--- src/rtl/sub4_serial.sv ---
// Bit-serial subtractor: {borrow_out, result} = a - b - borrow_in, one bit per clock, LSB first.
// Optional macro SUB4_SERIAL_CLAMP_EN saturates result to zero when the final borrow is set.
module sub4_serial #(
  parameter int unsigned WIDTH = 4
) (
  input  logic             clk,
  input  logic             rst,
  input  logic             start,
  input  logic [WIDTH-1:0] a,
  input  logic [WIDTH-1:0] b,
  input  logic             borrow_in,
  output logic             busy,
  output logic             done,
  output logic [WIDTH-1:0] result,
  output logic             borrow_out
);

  typedef enum logic [1:0] {
    ST_IDLE,
    ST_SHIFT,
    ST_DONE
  } state_t;

  localparam int unsigned    CNT_W    = (WIDTH > 1) ? $clog2(WIDTH) : 1;
  localparam logic [CNT_W-1:0] LAST_BIT = CNT_W'(WIDTH - 1);

  state_t             state_q;
  logic [WIDTH-1:0]   a_q;
  logic [WIDTH-1:0]   b_q;
  logic               br_q;
  logic [WIDTH-1:0]   acc_q;
  logic [CNT_W-1:0]   cnt_q;
  logic               busy_q;
  logic               done_q;
  logic [WIDTH-1:0]   result_q;
  logic               borrow_out_q;

  logic               diff_bit;
  logic               br_d;
  logic [WIDTH-1:0]   acc_d;
  logic [WIDTH-1:0]   result_d;

  // Single full-subtractor cell on the current LSBs; difference bit enters the accumulator MSB.
  always_comb begin
    diff_bit = a_q[0] ^ b_q[0] ^ br_q;
    br_d     = (~a_q[0] & b_q[0]) | (~(a_q[0] ^ b_q[0]) & br_q);
    acc_d    = (acc_q >> 1) | (WIDTH'(diff_bit) << (WIDTH - 1));
`ifdef SUB4_SERIAL_CLAMP_EN
    result_d = br_d ? '0 : acc_d;
`else
    result_d = acc_d;
`endif
  end

  // Control FSM and datapath; the last shift edge loads the outputs so done is registered.
  always_ff @(posedge clk) begin
    if (rst) begin
      state_q      <= ST_IDLE;
      a_q          <= '0;
      b_q          <= '0;
      br_q         <= 1'b0;
      acc_q        <= '0;
      cnt_q        <= '0;
      busy_q       <= 1'b0;
      done_q       <= 1'b0;
      result_q     <= '0;
      borrow_out_q <= 1'b0;
    end else begin
      case (state_q)
        ST_IDLE: begin
          done_q <= 1'b0;
          if (start) begin
            a_q     <= a;
            b_q     <= b;
            br_q    <= borrow_in;
            acc_q   <= '0;
            cnt_q   <= '0;
            busy_q  <= 1'b1;
            state_q <= ST_SHIFT;
          end
        end
        ST_SHIFT: begin
          a_q   <= a_q >> 1;
          b_q   <= b_q >> 1;
          br_q  <= br_d;
          acc_q <= acc_d;
          cnt_q <= cnt_q + CNT_W'(1);
          if (cnt_q == LAST_BIT) begin
            cnt_q        <= '0;
            busy_q       <= 1'b0;
            done_q       <= 1'b1;
            result_q     <= result_d;
            borrow_out_q <= br_d;
            state_q      <= ST_DONE;
          end
        end
        ST_DONE: begin
          done_q <= 1'b0;
          if (start) begin
            a_q     <= a;
            b_q     <= b;
            br_q    <= borrow_in;
            acc_q   <= '0;
            cnt_q   <= '0;
            busy_q  <= 1'b1;
            state_q <= ST_SHIFT;
          end else begin
            state_q <= ST_IDLE;
          end
        end
        default: begin
          busy_q  <= 1'b0;
          done_q  <= 1'b0;
          state_q <= ST_IDLE;
        end
      endcase
    end
  end

  assign busy       = busy_q;
  assign done       = done_q;
  assign result     = result_q;
  assign borrow_out = borrow_out_q;

endmodule

--- config.mk ---
export PLATFORM = sky130hd
export DESIGN_NAME = sub4_serial
export DESIGN_NICKNAME = d
export VERILOG_FILES = /design/src/rtl/sub4_serial.sv
export SDC_FILE = /design/constraint.sdc
export NUM_CORES = 1
export LEC_CHECK = 0
export ABC_AREA = 1
export CAP_MARGIN = 20
export CELL_PAD_IN_SITES_DETAIL_PLACEMENT = 0
export CELL_PAD_IN_SITES_GLOBAL_PLACEMENT = 1
export CORE_MARGIN = 1.5
export CORE_UTILIZATION = 32
export CTS_CLUSTER_DIAMETER = 150
export DETAILED_ROUTE_END_ITERATION = 7
export PLACE_DENSITY_LB_ADDON = 0.15
export SLEW_MARGIN = 20
export SYNTH_ARGS = -nofsm -noshare
export SYNTH_HDL_FRONTEND = slang
export SYNTH_SLANG_ARGS = --single-unit
--- constraint.sdc ---
create_clock -name clk -period 1.2 [get_ports clk]
set_input_delay 0.24 -clock clk [delete_from_list [all_inputs] [get_ports clk]]
set_output_delay 0.24 -clock clk [all_outputs]
set_load 0.01 [all_outputs]
* After elaboration in Yosys (flattened, before gate mapping)
Cells that the tools add are included.
** Cells by class
- Muxes and demuxes :: 18
- $add $sub $neg :: 1
- Bitwise operators :: 9
- Equality and inequality tests :: 6
- Reduce and logical (&&, ||, !) cells :: 8
** Operator list (count)
- one-hot mux 4 bit (2 select lines) :: 3
- two-way mux 4 bit :: 3
- two-way mux 2 bit :: 4
- AND reduction 2 bit :: 4
- one-hot mux 2 bit (3 select lines) :: 1
- == test 2 bit (second input constant) :: 2
- two-way mux 1 bit :: 4
- inequality test 2 bit (second input constant) :: 2
- OR 3 x 4 -> 4 bit :: 1
- one-hot mux 1 bit (2 select lines) :: 2
- one-hot mux 2 bit (2 select lines) :: 1
- OR reduction 2 bit :: 2
- inverter 1 bit :: 3
- adder 2 x 1 -> 2 bit (second input constant) :: 1
- AND 1 bit :: 2
- == test 2 x 1 -> 1 bit (second input constant) :: 1
- zero test 2 bit :: 1
- inequality test 2 x 1 -> 1 bit (second input constant) :: 1
- nonzero test 2 bit :: 1
- bitwise XOR 1 bit :: 2
- OR 1 bit :: 1
** Storage, ports and cells
- Register bits after elaboration :: 24
- Input port bits :: 12

* Logic depth before layout (Yosys ltp)
Gate-level depths: netlist of run 1.
- Depth after elaboration :: 5
- Gate-level depth with buffers :: 7
- Gate-level depth less buffers :: 6

* Least setup slack after synthesis of run 1
Ideal clock, no wire load.
- Path kind :: register to register
- From :: register a_q[0]
- To :: register result_q[3] (netlist: result[3])
- Data arrival time :: 1.053 ns
- Required time :: 1.130 ns
- Stages on the path, launching flop included :: 4
- Path buffers :: 0
- Setup slack :: 0.078 ns
- Path through :: dfxtp_1 -> fa_1 -> nand4_1 -> a21oi_1
** Between the ends
- Cells in the longest elaborated chain, start to end :: 3
** Ends and longest elaborated chain
- from (decl) :: RTL line 28 : logic [WIDTH-1:0] a_q;
- from (signal assigned) :: RTL line 83 : a_q <= a_q >> 1;
- bitwise XOR 1 bit (2 in series) :: RTL line 45 : diff_bit = a_q[0] ^ b_q[0] ^ br_q;
- OR 3 x 4 -> 4 bit :: RTL line 47 : acc_d = (acc_q >> 1) | (WIDTH'(diff_bit) << (WIDTH - 1));
- named net acc_d[3] :: RTL line 40 : logic [WIDTH-1:0] acc_d;
- to (signal assigned) :: RTL line 92 : result_q <= result_d;
- to (decl) :: RTL line 35 : logic [WIDTH-1:0] result_q;
The timed path passes the listed nets, and every way through them passes these cells.
A chain may end at the register's enable or synchronous reset.

* Worst setup path after layout of run 1
Same ends and word-level chain as after synthesis.

==> metrics.md, run 1 <==
| Metric | Value |
|---|---|
| Total number of clock tree sinks | 23 |
| Total via count after detailed routing | 930 |
| Clock root buffer | sky130_fd_sc_hd__clkbuf_4 |
| Count of buffers from port buffering | 18 |
| Slack of the worst reg-to-reg path | -20 ps |
| Post-Synthesis Cells | 142 |
| Top_reg_cell synth | sky130_fd_sc_hd__dfxtp_1 |
| Weighted congestion reported at the end of routability-driven placement | between 0.7 and 0.8 |
| Mean area per synthesized cell | between 7 and 8 µm² |
| All-Layer GR Usage | 13.6% |
| Initial Utilization | 33.2% |
| Syn Std Cell Area | ~0.001 mm² |
| Bufs on Longest Clock Path | 2 |
| Async set-or-reset flop fraction in the synthesized netlist | 0% |
| Hold Violations, Final | 0 |
| Setup crit end | result[3] |
| Remaining Overflow, GRT | 0 |
| Warnings, synthesis | 0 |
| Register clock-pin slew on the reported worst setup and hold paths | 120 ps |
| Final total negative setup slack | -18.7 ps |
| Commonest non-fill, non-tap cell in the layout | sky130_fd_sc_hd__nand2_1 |
| Power density over the cells | around 1100 mW/mm² |
| Final cell count without fillers | 212 |
| Final Instance Area | 0.00130 mm² |
| Number of setup violations in the final report | 1 |
| Vias in the first global route | between 800 and 900 |
| Residual DRC | 0 |
| Hold-critical path depth | 2 |
| Area fraction of the dominant cell type after synthesis | 45.8% |
| Status | finished with violations |
| Maximum resistive drop on vdd | between 500 and 600 µV |
| Kind of start point of the critical path | flip-flop |
| Starting DRT DRC Count | 19 |
| Cell type with the highest aggregate area in the netlist | sky130_fd_sc_hd__dfxtp_1 |
| Wire length of the first global-routing pass | between 3000 and 4000 µm |
| Post-DR vias/cell | about 4.4 |
| Later-pin clock latency in the skew report | approximately 300 ps |
| ANT cells | 0 |
| Endpoint required time on the critical path | 1440 ps |
| Area growth from synthesis to layout | 29.5% |
| Main area contributors after synthesis | sky130_fd_sc_hd__dfxtp_1 46%, sky130_fd_sc_hd__nand2_1 16%, sky130_fd_sc_hd__nor2_1 6.7% |
| Sequential fraction of the synthesis area | 45.8% |
| Number of buffers inserted during clock tree synthesis | 3 |
| Leakage dissipation | about 0.58 nW |
| Antenna violation net count after detailed routing | 0 |
| Number of antenna violations at the first check in global routing | 0 |
| Max-cap viol count | 0 |
| Final core occ | ~43% |
| Number of optimization iterations in the first detailed-route pass | 3 |
| Critical path class | flip-flop to flip-flop |
| Data arrival at the endpoint of the critical path | ~1500 ps |
| Net count reported at finish | approximately 180 |
| Beginning of the worst register-to-register path | a_q[0] |
| Number of unique standard cell types used by synthesis | 18 |
| Routed length per placed instance | between 10 and 15 µm |
| Number of enable flip-flop cells after synthesis | 0 |
| Placed cell areas | around 0.0013 mm² |
| Placed Cells | between 200 and 250 |
| Share of final-layout standard cells stronger than drive strength 1 | between 10% and 20% |
| Capture instance of the worst register-to-register path | result[3] |
| Synthesis-stage register bit count | 23 |
| Highest net fanout along the worst path | 2 |
| Die area | roughly 0.0035 mm² |
| Fmax | about 820 MHz |
| Horizontal extent of the die | approximately 60 µm |
| CTS tree | built |
| Die Ht | 59.1 µm |
| Unrepaired setup endpoints after global routing | yes |
| Largest net degree at the start of global routing | 14 |
| Most used cells in the layout excluding fill and tap cells | 43 x sky130_fd_sc_hd__nand2_1, 20 x sky130_fd_sc_hd__dfxtp_1, 17 x sky130_fd_sc_hd__nor2_1 |
| Hold crit path type | flip-flop to flip-flop |
| Post-synthesis net count | about 160 |
| Maximum level of the CTS H-tree | 1 |
| Post-route minimum period | 1220 ps |
| Total count of max-transition violations in the final report | 0 |
| Number of placement rows | 20 |
| Start point of the critical path | a_q[0] |
| Share of the clock period used by the worst path | 102% |
| Clock skew after layout | between 2 and 2.5 ps |
| Worst rel slew slack | between 80% and 90% |
| Transition time of the tightest slew-check pin | about 240 ps |
| Core footprint | about 0.003 mm² |
| Final worst slack | -18.7 ps |
| Crit. End Element | flip-flop |
| Failing checks | negative setup slack |
| Worst Reg-to-Reg Cells | 3 |
| I/O pins | 19 |
| Post-DP HPWL | approximately 1700 µm |
| Routed wire length | roughly 2200 µm |
[flip-flops by register name, indices dropped and copies added (netlist names)]
signal and cells:
b_q 4, busy 1, acc_q 3, cnt_q 2
br_q 1, done 1, a_q 4, borrow_out 1
state_q 2, result 4
[what timing repair did]
item,4_1_cts,5_1_grt
setup endpoints to repair,9,14
hold buffers,0,0
setup buffers,0,0
pin swaps,3,0
gates resized for setup,11,10
[cells by family (layout without fill, tap and decap cells)]
group	count (synthesis)	count (layout)	synth area share (%)
adder cells (fa/ha/maj)	2	2	3.23
flip-flops	23	23	45.8
AND/OR/NAND/NOR	79	79	33.1
buffers and inverters	21	47	9.08
AO/OA/AOI/OAI	17	17	8.83
[critical path: stages (launching register included)]
cell and delay [ps]:
sky130_fd_sc_hd__dfxtp_2 350, sky130_fd_sc_hd__fa_1 570, sky130_fd_sc_hd__nand4_1 110, sky130_fd_sc_hd__a21oi_1 130
[worst min-delay path by stage]
stage / from / end
after floorplan: a[3] / a_q[3]
after global placement: done / done
after detailed placement: result[2] / result[2]
after CTS: result[2] / result[2]
after global routing: a[3] / a_q[3]
final: result[2] / result[2]
[synth_stat cells (3+ instances only)]
cell type                  n
sky130_fd_sc_hd__nor2_1   18
sky130_fd_sc_hd__buf_2     4
sky130_fd_sc_hd__inv_2     3
sky130_fd_sc_hd__nand2_1  43
sky130_fd_sc_hd__o21ai_0   5
sky130_fd_sc_hd__a21oi_1  10
sky130_fd_sc_hd__dfxtp_1  23
sky130_fd_sc_hd__inv_1    12
sky130_fd_sc_hd__nand3_1  11
sky130_fd_sc_hd__nand4_1   5
[layer usage]
layer / wire, µm / part of all wire (%) / GRT usage (%) / up-vias
met5: 0 / 0 / 0 / -
met4: 16 / 0.74 / 5.84 / 0
met3: 51 / 2.4 / 2.62 / 2
met2: 1020 / 47 / 22.9 / 12
met1: 1060 / 49 / 17.0 / 413
li1: - / - / - / 503
[per-stage QoR]
| stage | power, W | setup WS (ps) | hold WS [ps] |
|---|---|---|---|
| floorplan | 0.00102 | 77.7 | 387 |
| global placement | 0.00113 | -122 | 450 |
| detailed placement | 0.00114 | -140 | 449 |
| CTS | 0.00149 | -26.9 | 465 |
| global route | 0.00157 | -79.3 | 485 |
| finish | 0.00147 | -18.7 | 465 |
[power breakdown]
part / internal, W / switching [W]
clock network: 0.000129 / 0.000222
logic: 0.000129 / 0.000155
registers: 0.000810 / 0.0000248
[layout make-up]
cell class	instances	area [µm²]
Clock buffer	4	26.3
Fill cell	330	1730
Inverter	15	56.3
Multi-Input combinational cell	98	457
Sequential cell	23	464
Tap cell	44	55.1
Timing Repair Buffer	28	244
(Power assumes the default switching activity.)
==> run 2, diff against run 1 <==
--- a/config.mk
+++ b/config.mk
@@ -9,7 +9,7 @@
 export CAP_MARGIN = 20
 export CELL_PAD_IN_SITES_DETAIL_PLACEMENT = 0
 export CELL_PAD_IN_SITES_GLOBAL_PLACEMENT = 1
-export CORE_MARGIN = 1.5
+export CORE_MARGIN = 5
 export CORE_UTILIZATION = 32
 export CTS_CLUSTER_DIAMETER = 150
 export DETAILED_ROUTE_END_ITERATION = 7
==> metrics.md, run 2 (same netlist as run 1, synthesis figures left out) <==
| Metric | Value |
|---|---|
| Status | finished with violations |
| Failing checks | negative setup slack |
| Transition time of the tightest slew-check pin | 184 ps (-52.9 ps) |
| Endpoint, Worst Hold | result[3] |
| Launch point of the worst hold path | result[3] |
| Data arrival at the endpoint of the critical path | 1460 ps (about the same) |
| Share of final-layout standard cells stronger than drive strength 1 | 17.8% (+2.9 points) |
| Clock network power share | 24.2% (+0.3 points) |
| Starting DRT DRC Count | 25 (+6) |
| Sequential group share of total power | 56.1% (-0.7 points) |
| Clock root buffer | sky130_fd_sc_hd__clkbuf_4 |
| Beginning of the worst register-to-register path | b_q[0] |
| Horizontal extent of the die | 66.1 µm (+12%) |
| Die Ht | 66.1 µm (+12%) |
| Slack of the worst reg-to-reg path | -1 ps (+20 ps) |
| Final worst slack | -1.15 ps (+17.6 ps) |
| Weighted congestion reported at the end of routability-driven placement | 0.804 (+6.2%) |
| Final core occ | 43.8% (+0.83 points) |
| Worst Reg-to-Reg Cells | 4 (+1) |
| Commonest non-fill, non-tap cell in the layout | sky130_fd_sc_hd__nand2_1 |
| Total number of clock tree sinks | 23 (unchanged) |
| Number of placement rows | 20 (unchanged) |
| Area growth from synthesis to layout | 32.0% |
| Relative contribution of combinational cells to total power | 19.7% (+0.4 points) |
| Residual DRC | 0 (unchanged) |
| Wire length of the first global-routing pass | 3890 µm (+5.6%) |
| Unrepaired setup endpoints after global routing | yes |
| Later-pin clock latency in the skew report | 310 ps (about the same) |
| Maximum level of the CTS H-tree | 1 (unchanged) |
| Sw Pwr | 0.000418 W (+4.4%) |
| Total power consumption of the routed design | 0.00149 W (+1.0%) |
| Number of buffers inserted during clock tree synthesis | 3 (unchanged) |
| Switching Fraction | 28.2% (+0.90 points) |
| Most used cells in the layout excluding fill and tap cells | 42 x sky130_fd_sc_hd__nand2_1, 19 x sky130_fd_sc_hd__dfxtp_1, 17 x sky130_fd_sc_hd__nor2_1 |
| Hold-critical path depth | 2 (unchanged) |
| Count of buffers from port buffering | 18 (unchanged) |
| Fmax | 833 MHz (+1.5%) |
| Bufs on Longest Clock Path | 2 (unchanged) |
| Number of setup violations in the final report | 1 (unchanged) |
| Clock skew after layout | 7.76 ps (+5.52 ps) |
| Number of optimization iterations in the first detailed-route pass | 4 (+1) |
| CTS tree | built |
| Critical path class | flip-flop to flip-flop |
| Capture instance of the worst register-to-register path | result[3] |
| ANT cells | 0 (unchanged) |
| Initial Utilization | 33.2% (unchanged) |
| Maximum resistive drop on vdd | 624 µV (+22%) |
| Final cell count without fillers | 213 (+0.47%) |
| Remaining Overflow, GRT | 0 (unchanged) |
| Number of antenna violations at the first check in global routing | 0 (unchanged) |
| Register clock-pin slew on the reported worst setup and hold paths | 130 ps (about the same) |
| Vias in the first global route | 880 (+6.7%) |
| Endpoint required time on the critical path | 1460 ps (+20 ps) |
| Min Hold Slack | 470 ps (+5.46 ps) |
| Largest net degree at the start of global routing | 14 (unchanged) |
| Post-DR vias/cell | 4.27 (-2.6%) |
| Total via count after detailed routing | 910 (-2.2%) |
| Total count of max-transition violations in the final report | 0 (unchanged) |
| Hold Violations, Final | 0 (unchanged) |
| Share of the clock period used by the worst path | 100% (-1.5 points) |
| Antenna violation net count after detailed routing | 0 (unchanged) |
| Post-DP HPWL | 1750 µm (+5.5%) |
| All-Layer GR Usage | 11.4% (-2.2 points) |
| Core footprint | 0.00303 mm² (unchanged) |
| Highest net fanout along the worst path | 2 (unchanged) |
| Hold crit path type | flip-flop to flip-flop |
| Net count reported at finish | 184 (+0.55%) |
| Leakage dissipation | 0.583 nW (+0.74%) |
| Pint | 0.00107 W (-0.20%) |
| Crit. End Element | flip-flop |
| Worst rel slew slack | 87.7% (+3.5 points) |
| Max-cap viol count | 0 (unchanged) |
| Post-route minimum period | 1200 ps (-17.6 ps) |
| Number of buffers added to fix hold violations after cts | 0 (unchanged) |
| Final total negative setup slack | -1.15 ps (+17.6 ps) |
| Routed wire length | 2280 µm (+5.9%) |
| Die area | 0.00437 mm² (+25%) |
| Power density over the cells | 1120 mW/mm² (-0.86%) |
| Placed Cells | 209 (+0.48%) |
| I/O pins | 19 (unchanged) |
| Kind of start point of the critical path | flip-flop |
| Routed length per placed instance | 10.7 µm (+5.4%) |
## run 2: worst max-delay path by stage
stage	endpoint	startpoint	slack, ps	cells after the start
after floorplan	result[3]	a_q[0]	80	3
after global placement	acc_q[3]	rst	-140	5
after detailed placement	cnt_q[1]	rst	-150	5
after CTS	result[2]	result[2]	4	1
after global routing	result[3]	b_q[0]	-70	4
final	result[3]	b_q[0]	-1	4
## run 2: cell type report
| class | count | area (µm²) |
|---|---|---|
| Clock inverter | 1 | 5.00 |
| Tap cell | 44 | 55.1 |
| Sequential cell | 23 | 465 |
| Inverter | 15 | 56.3 |
| Fill cell | 351 | 1700 |
| Multi-Input combinational cell | 98 | 467 |
| Clock buffer | 3 | 22.5 |
| Timing Repair Buffer | 29 | 256 |
## run 2: power groups by stage
stage               Sequential (W)  Combinational, W  Clock, W
floorplan                 0.000846          0.000178         0
global placement          0.000849          0.000290         0
detailed placement        0.000849          0.000291         0
CTS                       0.000832          0.000291  0.000375
global route              0.000839          0.000335  0.000406
finish                    0.000834          0.000292  0.000359
## run 2: critical path, cell delays in order (launching register included)
cell and delay, ps:
sky130_fd_sc_hd__dfxtp_2 350, sky130_fd_sc_hd__inv_2 40, sky130_fd_sc_hd__fa_1 530, sky130_fd_sc_hd__nand4_1 100, sky130_fd_sc_hd__a21oi_1 140
## run 2: routing by layer
layer / share of wire [%] / track usage (%) / vias to the layer above
li1: - / - / 502
met1: 48 / 14.1 / 392
met2: 47 / 19.0 / 14
met3: 3.8 / 3.74 / 2
met4: 0.79 / 3.05 / 0
met5: 0 / 0 / -
## run 2: metrics by stage
step | setup WS (ps) | cell area [µm²]
floorplan | 77.7 | 1010
global placement | -139 | 1290
detailed placement | -146 | 1290
CTS | 4.01 | 1310
global route | -74.6 | 1330
finish | -1.15 | 1330
## run 2: timing repair
action,4_1_cts,5_1_grt
endpoints found under the setup margin,9,21
buffers inserted,0,0
gates resized for setup,7,17
pin swaps,3,2
